### src/rtl/powerup_spawner.sv
// Pickup manager: per-item ACTIVE/COOLDOWN lifecycle, LFSR-seeded spawn-point
// selection with collision-free linear probing, and a combinational pixel hit test.
module powerup_spawner #(
   parameter int                      NUM_ITEMS       = 2,
   parameter int                      NUM_SPAWN       = 5,
   parameter logic [10*NUM_SPAWN-1:0] SPAWN_X         = {10'd610, 10'd30, 10'd461, 10'd180, 10'd320},
   parameter logic [10*NUM_SPAWN-1:0] SPAWN_Y         = {10'd400, 10'd400, 10'd249, 10'd249, 10'd240},
   parameter logic [9:0]              HALF_W          = 10'd13,
   parameter logic [9:0]              HALF_H          = 10'd13,
   parameter logic [15:0]             RESPAWN_FRAMES  = 16'd120,
   parameter logic [15:0]             LIFETIME_FRAMES = 16'd600,
   parameter logic [7:0]              LFSR_SEED       = 8'hA5
) (
   input  logic                    Clk,
   input  logic                    Reset_n,
   input  logic                    frame_clk,
   input  logic [NUM_ITEMS-1:0]    collision,
   input  logic [9:0]              DrawX,
   input  logic [9:0]              DrawY,
   output logic [10*NUM_ITEMS-1:0] itemX,
   output logic [10*NUM_ITEMS-1:0] itemY,
   output logic [NUM_ITEMS-1:0]    active,
   output logic [NUM_ITEMS-1:0]    collected,
   output logic                    is_item,
   output logic [1:0]              item_idx
);

   typedef enum logic {ST_ACTIVE, ST_COOLDOWN} item_state_t;

   item_state_t          state_q [NUM_ITEMS];
   item_state_t          state_d [NUM_ITEMS];
   logic [15:0]          cnt_q   [NUM_ITEMS];
   logic [15:0]          cnt_d   [NUM_ITEMS];
   logic [2:0]           pt_q    [NUM_ITEMS];
   logic [2:0]           pt_d    [NUM_ITEMS];
   logic [NUM_ITEMS-1:0] collected_d;

   logic       frame_dly;
   logic       tick;
   logic [7:0] lfsr;
   logic [2:0] base;
   logic [9:0] tab_x [8];
   logic [9:0] tab_y [8];

   // Unused table slots are tied to zero so pt-indexed lookups never select out of range.
   for (genvar k = 0; k < 8; k++) begin : g_tab
      if (k < NUM_SPAWN) begin : g_used
         assign tab_x[k] = SPAWN_X[10*k +: 10];
         assign tab_y[k] = SPAWN_Y[10*k +: 10];
      end else begin : g_unused
         assign tab_x[k] = '0;
         assign tab_y[k] = '0;
      end
   end

   assign base = 3'(lfsr % 8'(NUM_SPAWN));

   always_ff @(posedge Clk) begin
      // NOTE: all sequential state uses non-blocking assignments so every register
      // samples the pre-edge values, independent of statement order.
      if (!Reset_n) begin
         frame_dly   <= 1'b0;
         tick        <= 1'b0;
         lfsr        <= LFSR_SEED;
         collected   <= '0;
         // NOTE: the per-item arrays are small register banks, not RAM, so they are
         // reset explicitly to start every item ACTIVE at its home point.
         for (int i = 0; i < NUM_ITEMS; i++) begin
            state_q[i] <= ST_ACTIVE;
            cnt_q[i]   <= '0;
            pt_q[i]    <= 3'(i % NUM_SPAWN);
         end
      end else begin
         frame_dly <= frame_clk;
         tick      <= frame_clk & ~frame_dly;
         if (tick) lfsr <= {lfsr[6:0], lfsr[7] ^ lfsr[5] ^ lfsr[4] ^ lfsr[3]};
         collected <= collected_d;
         for (int i = 0; i < NUM_ITEMS; i++) begin
            state_q[i] <= state_d[i];
            cnt_q[i]   <= cnt_d[i];
            pt_q[i]    <= pt_d[i];
         end
      end
   end

   logic [7:0] held;
   logic       found;
   logic [2:0] pick;
   logic [3:0] cand;

   always_comb begin
      // NOTE: every variable gets a default before any branch, so no path can infer a latch.
      held        = '0;
      found       = 1'b0;
      pick        = '0;
      cand        = '0;
      collected_d = '0;
      for (int i = 0; i < NUM_ITEMS; i++) begin
         if (state_q[i] == ST_ACTIVE) held[pt_q[i]] = 1'b1;
      end
      for (int i = 0; i < NUM_ITEMS; i++) begin
         state_d[i] = state_q[i];
         cnt_d[i]   = cnt_q[i];
         pt_d[i]    = pt_q[i];
         found      = 1'b0;
         pick       = '0;
         case (state_q[i])
            ST_ACTIVE: begin
               if (collision[i]) begin
                  state_d[i]     = ST_COOLDOWN;
                  cnt_d[i]       = '0;
                  collected_d[i] = 1'b1;
               end else if (tick && LIFETIME_FRAMES != 16'd0) begin
                  if (cnt_q[i] == LIFETIME_FRAMES - 16'd1) begin
                     state_d[i] = ST_COOLDOWN;
                     cnt_d[i]   = '0;
                  end else begin
                     cnt_d[i] = cnt_q[i] + 16'd1;
                  end
               end
            end
            ST_COOLDOWN: begin
               if (tick) begin
                  if (cnt_q[i] < RESPAWN_FRAMES - 16'd1) begin
                     cnt_d[i] = cnt_q[i] + 16'd1;
                  end else begin
                     for (int k = 0; k < NUM_SPAWN; k++) begin
                        cand = {1'b0, base} + 4'(k);
                        if (cand >= 4'(NUM_SPAWN)) cand = cand - 4'(NUM_SPAWN);
                        if (!found && !held[cand[2:0]]) begin
                           found = 1'b1;
                           pick  = cand[2:0];
                        end
                     end
                     // A claimed point blocks higher-index items spawning on this tick.
                     if (found) begin
                        state_d[i] = ST_ACTIVE;
                        cnt_d[i]   = '0;
                        pt_d[i]    = pick;
                        held[pick] = 1'b1;
                     end
                  end
               end
            end
            default: state_d[i] = ST_ACTIVE;
         endcase
      end
   end

   function automatic logic box_hit(input logic [9:0] px, input logic [9:0] py,
                                    input logic [9:0] cx, input logic [9:0] cy);
      return ({1'b0, px} + {1'b0, HALF_W} >= {1'b0, cx}) &&
             ({1'b0, px} <= {1'b0, cx} + {1'b0, HALF_W}) &&
             ({1'b0, py} + {1'b0, HALF_H} >= {1'b0, cy}) &&
             ({1'b0, py} <= {1'b0, cy} + {1'b0, HALF_H});
   endfunction

   // Scanning from the top index down leaves the lowest hitting index in item_idx.
   always_comb begin
      itemX    = '0;
      itemY    = '0;
      active   = '0;
      is_item  = 1'b0;
      item_idx = '0;
      for (int i = NUM_ITEMS - 1; i >= 0; i--) begin
         itemX[10*i +: 10] = tab_x[pt_q[i]];
         itemY[10*i +: 10] = tab_y[pt_q[i]];
         active[i]         = (state_q[i] == ST_ACTIVE);
         if (active[i] && box_hit(DrawX, DrawY, tab_x[pt_q[i]], tab_y[pt_q[i]])) begin
            is_item  = 1'b1;
            item_idx = 2'(i);
         end
      end
   end

endmodule

### config.mk
export PLATFORM = sky130hd
export DESIGN_NAME = powerup_spawner
export DESIGN_NICKNAME = d
export VERILOG_FILES = /design/src/rtl/powerup_spawner.sv
export SDC_FILE = /design/constraint.sdc
export NUM_CORES = 1
export LEC_CHECK = 0
export ABC_AREA = 1
export CORE_ASPECT_RATIO = 0.75
export CORE_MARGIN = 3
export CORE_UTILIZATION = 25
export DETAILED_ROUTE_END_ITERATION = 10
export GPL_ROUTABILITY_DRIVEN = 0
export GPL_TIMING_DRIVEN = 0
export SYNTH_ARGS = -nofsm -noshare
export SYNTH_HDL_FRONTEND = slang
export SYNTH_SLANG_ARGS = --single-unit
### constraint.sdc
create_clock -name Clk -period 17.22 [get_ports Clk]
set_input_delay 3.444 -clock Clk [delete_from_list [all_inputs] [get_ports Clk]]
set_output_delay 3.444 -clock Clk [all_outputs]
set_load 0.005 [all_outputs]
==> impl_metrics.csv <==
group,metric,value,unit
outcome,status,"finished clean",
cells_and_area,synthToLayoutAreaGrowth,17.5,%
yosys,synthFlopType,"dfxtp_1",
setup_path,crit_type,"primary input to primary output",
global_routing,grt_remaining_overflow,0,
sta,fin_crit,10.50,ns
global_routing,busiest_layer,"met1",
route,via_per_inst,4.76,
clocking,clkSinkCount,52,
cells_and_area,layout-drive-gt1-share,9.31,%
yosys,ys_warn_count,0,
sta,rsz0062_at_grt,"false",
global_routing,grt_use_met3,1.91,%
sta,max-slew-margin-rel,42.2,%
route,routed_wirelength,21900,um
floorplan,die_h,156,um
route,drc,0,
global_routing,grtUsageMet2,20.6,%
placement,dpl.hpwl,18200,um
clocking,post-cts-setup-buffers,0,
floorplan,ios,72,
cells_and_area,diodes,0,
yosys,synth.cell_area,7530,sq um
setup_path,rrSetupSlack,9.68,ns
clocking,cts_resized,0,
worst_hold_path,min_path_type,"flop to flop",
yosys,yosysSeqAreaShare,13.8,%
route,ant_nets,0,
clocking,cts_tree,"done",
yosys,synth_edf_count,0,
flow_run,cap_violations,0,
setup_path,worst_setup_path_start_kind,"primary input",
route,wire_per_inst,13.2,um
global_routing,grt_use_met1,21.0,%
clocking,insertion_delay,0.30,ns
global_routing,grt_pass1_vias,7275,
route,vias,7904,
floorplan,die_area,32200,sq um
route,first_pass_iters,6,
global_routing,grt_pass1_wl,36500,um
setup_path,cp_max_fo,5,
global_routing,grtUsageTotal,13.6,%
placement,place.port_buffers,63,
sta,fin_crit_sh,61.0,%
global_routing,grt_max_degree,18,
clocking,cts_made_buffers,5,
sta,fmax,95.2,MHz
floorplan,fp.dieW,206,um
clocking,path_clk_slew,0.07,ns
sta,finalMaxSlewViolations,0,
sta,fin_worst_skew,0.00544,ns
sta,tightest_slew,0.864,ns
yosys,synth_cell_types,55,
sta,hold_viol_final,0,
global_routing,antenna_found_initial,0,
clocking,h-tree-depth,2,
floorplan,start_util,25.6,%
cells_and_area,layout.nets,1392,
clocking,cts_buffer_depth,2,
setup_path,cp-end-kind,"primary output",
floorplan,core,29400,sq um
sta,finalSetupViolCount,0,
clocking,root_buffer,"clkbuf_16",
sta,finalSetupTns,0,ns
yosys,ys_seq_elements,52,
clocking,postCtsHoldBufs,0,
floorplan,num_rows,54,
yosys,syn_inst,1189,
route,drtIter0Drc,613,
yosys,synth_async_sr_flop_share,0,%
yosys,syn_area_per_cell,6.33,sq um
setup_path,cp.required,13.78,ns
cells_and_area,nFillCells,3286,
setup_path,worstPathArrival,7.06,ns
==> cells in the mapped netlist, types with 2 or more instances <==
cell type	n	area, sq um
xnor2_1	10	87.6
nand3b_1	6	45.0
nor3_1	18	90.1
o21bai_1	3	22.5
nand3_1	103	515
o32ai_1	2	17.5
nand4_1	25	156
nand2_2	25	156
o21ai_1	6	30.0
o211ai_1	5	37.5
nor2_4	3	33.8
nor2_2	9	56.3
o21ai_0	48	240
nand2_1	253	950
a211oi_1	7	52.6
a21boi_0	2	15.0
a221oi_1	3	26.3
a31oi_1	9	56.3
a211o_1	2	17.5
clkbuf_1	9	33.8
buf_4	20	150
conb_1	2	7.51
inv_1	160	601
xor2_1	30	263
clkinv_1	2	7.51
nand2_4	9	101
o21ai_2	6	52.6
nand3_2	15	150
dfxtp_1	52	1040
nor4_1	7	43.8
ha_1	101	1260
o2111ai_1	3	26.3
a21o_1	3	22.5
nand3_4	4	70.1
and3_1	4	25.0
o22ai_1	9	56.3
o31ai_1	4	30.0
a21oi_1	63	315
inv_2	9	33.8
nor2_1	121	454
or2_2	3	18.8
==> metal layers <==
metal	up-vias	part of all wire, %
li1	4093	-
met4	0	0.31
met5	-	0
met3	8	8.3
met2	241	40
met1	3562	52
==> critical path, cell delays in order <==
cell	delay, ns
clkdlybuf4s50_1	0.61
ha_1	0.23
nor2_1	0.05
nand2_1	0.12
nand2_1	0.06
nor2_1	0.21
nor2_1	0.15
ha_1	0.34
nand4_1	0.15
inv_1	0.08
nand2_1	0.05
a21oi_1	0.17
o31ai_1	0.08
inv_1	0.06
o21ai_0	0.07
a221oi_1	0.28
nand3_1	0.16
a31oi_1	0.21
clkdlybuf4s50_1	0.53
==> metrics by stage <==
| stage | hold WS (ns) | utilization, % | setup slack [ns] | cells | instance area, sq um |
|---|---|---|---|---|---|
| floorplan | 0.368 | - | 8.35 | 1196 | 7550 |
| global placement | 0.372 | 29.5 | 6.81 | 1651 | 8670 |
| finish | 0.379 | 30.1 | 6.72 | 1659 | 8850 |
| detailed placement | 0.376 | 29.5 | 6.78 | 1651 | 8670 |
| CTS | 0.382 | 30.1 | 6.77 | 1659 | 8850 |
| global route | 0.415 | 30.1 | 6.36 | 1659 | 8850 |
==> cell type report <==
cell class	count	area, sq um	share of cell area, %
clock buffer	5	125	1.41
multi-input combinational	942	5670	64.1
sequential	52	1040	11.8
buffer	31	200	2.26
inverter	171	642	7.26
tap	392	490	5.54
clock inverter	3	46.3	0.523
timing repair buffer	63	631	7.13
==> final timing paths <==
kind                               endpoint  cells after the start       from
worst max register to register   pt_q[0][3]                     59    lfsr[6]
worst min-delay path                   tick                      1  frame_dly
worst max-delay path            item_idx[0]                     19   DrawX[0]
worst min register to register         tick                      1  frame_dly
==> sequential cells by signal, indices dropped and copies added (netlist names) <==
| signal | cells |
|---|---|
| pt_q | 6 |
| cnt_q | 32 |
| collected | 2 |
| frame_dly | 1 |
| lfsr | 8 |
| tick | 1 |
| state_q | 2 |
==> layout by cell type (no fill, tap or decap), types with 9 or more instances in the layout <==
| cell | Yosys | final |
|---|---|---|
| xnor2_1 | 10 | 10 |
| nand4_1 | 25 | 25 |
| inv_1 | 160 | 160 |
| nand2_2 | 25 | 25 |
| nor3_1 | 18 | 18 |
| dfxtp_1 | 52 | 52 |
| ha_1 | 101 | 101 |
| clkdlybuf4s50_1 | 0 | 63 |
| xor2_1 | 30 | 30 |
| a21oi_1 | 63 | 63 |
| nor2_2 | 9 | 9 |
| nand3_1 | 103 | 103 |
| a31oi_1 | 9 | 9 |
| nand3_2 | 15 | 15 |
| nor2_1 | 121 | 121 |
| inv_2 | 9 | 9 |
| buf_4 | 20 | 20 |
| nand2_1 | 253 | 253 |
| nand2_4 | 9 | 9 |
| clkbuf_1 | 9 | 9 |
| conb_1 | 2 | 9 |
| o21ai_0 | 48 | 48 |
| o22ai_1 | 9 | 9 |
==> kinds of logic after synthesis <==
family                     share of synthesized area, %
other                                            0.0998
DFF                                                13.8
AOI/OAI and AO/OA                                  14.4
xor gates and xnor gates                           4.65
buffers and inverters                              11.2
muxes                                             0.133
and+or+nand+nor                                    38.9
adders and majority gates                          16.8
Power is left out: the tool's default activity adds up to more than one toggle a clock period on the data nets, which glitch-free logic cannot reach.
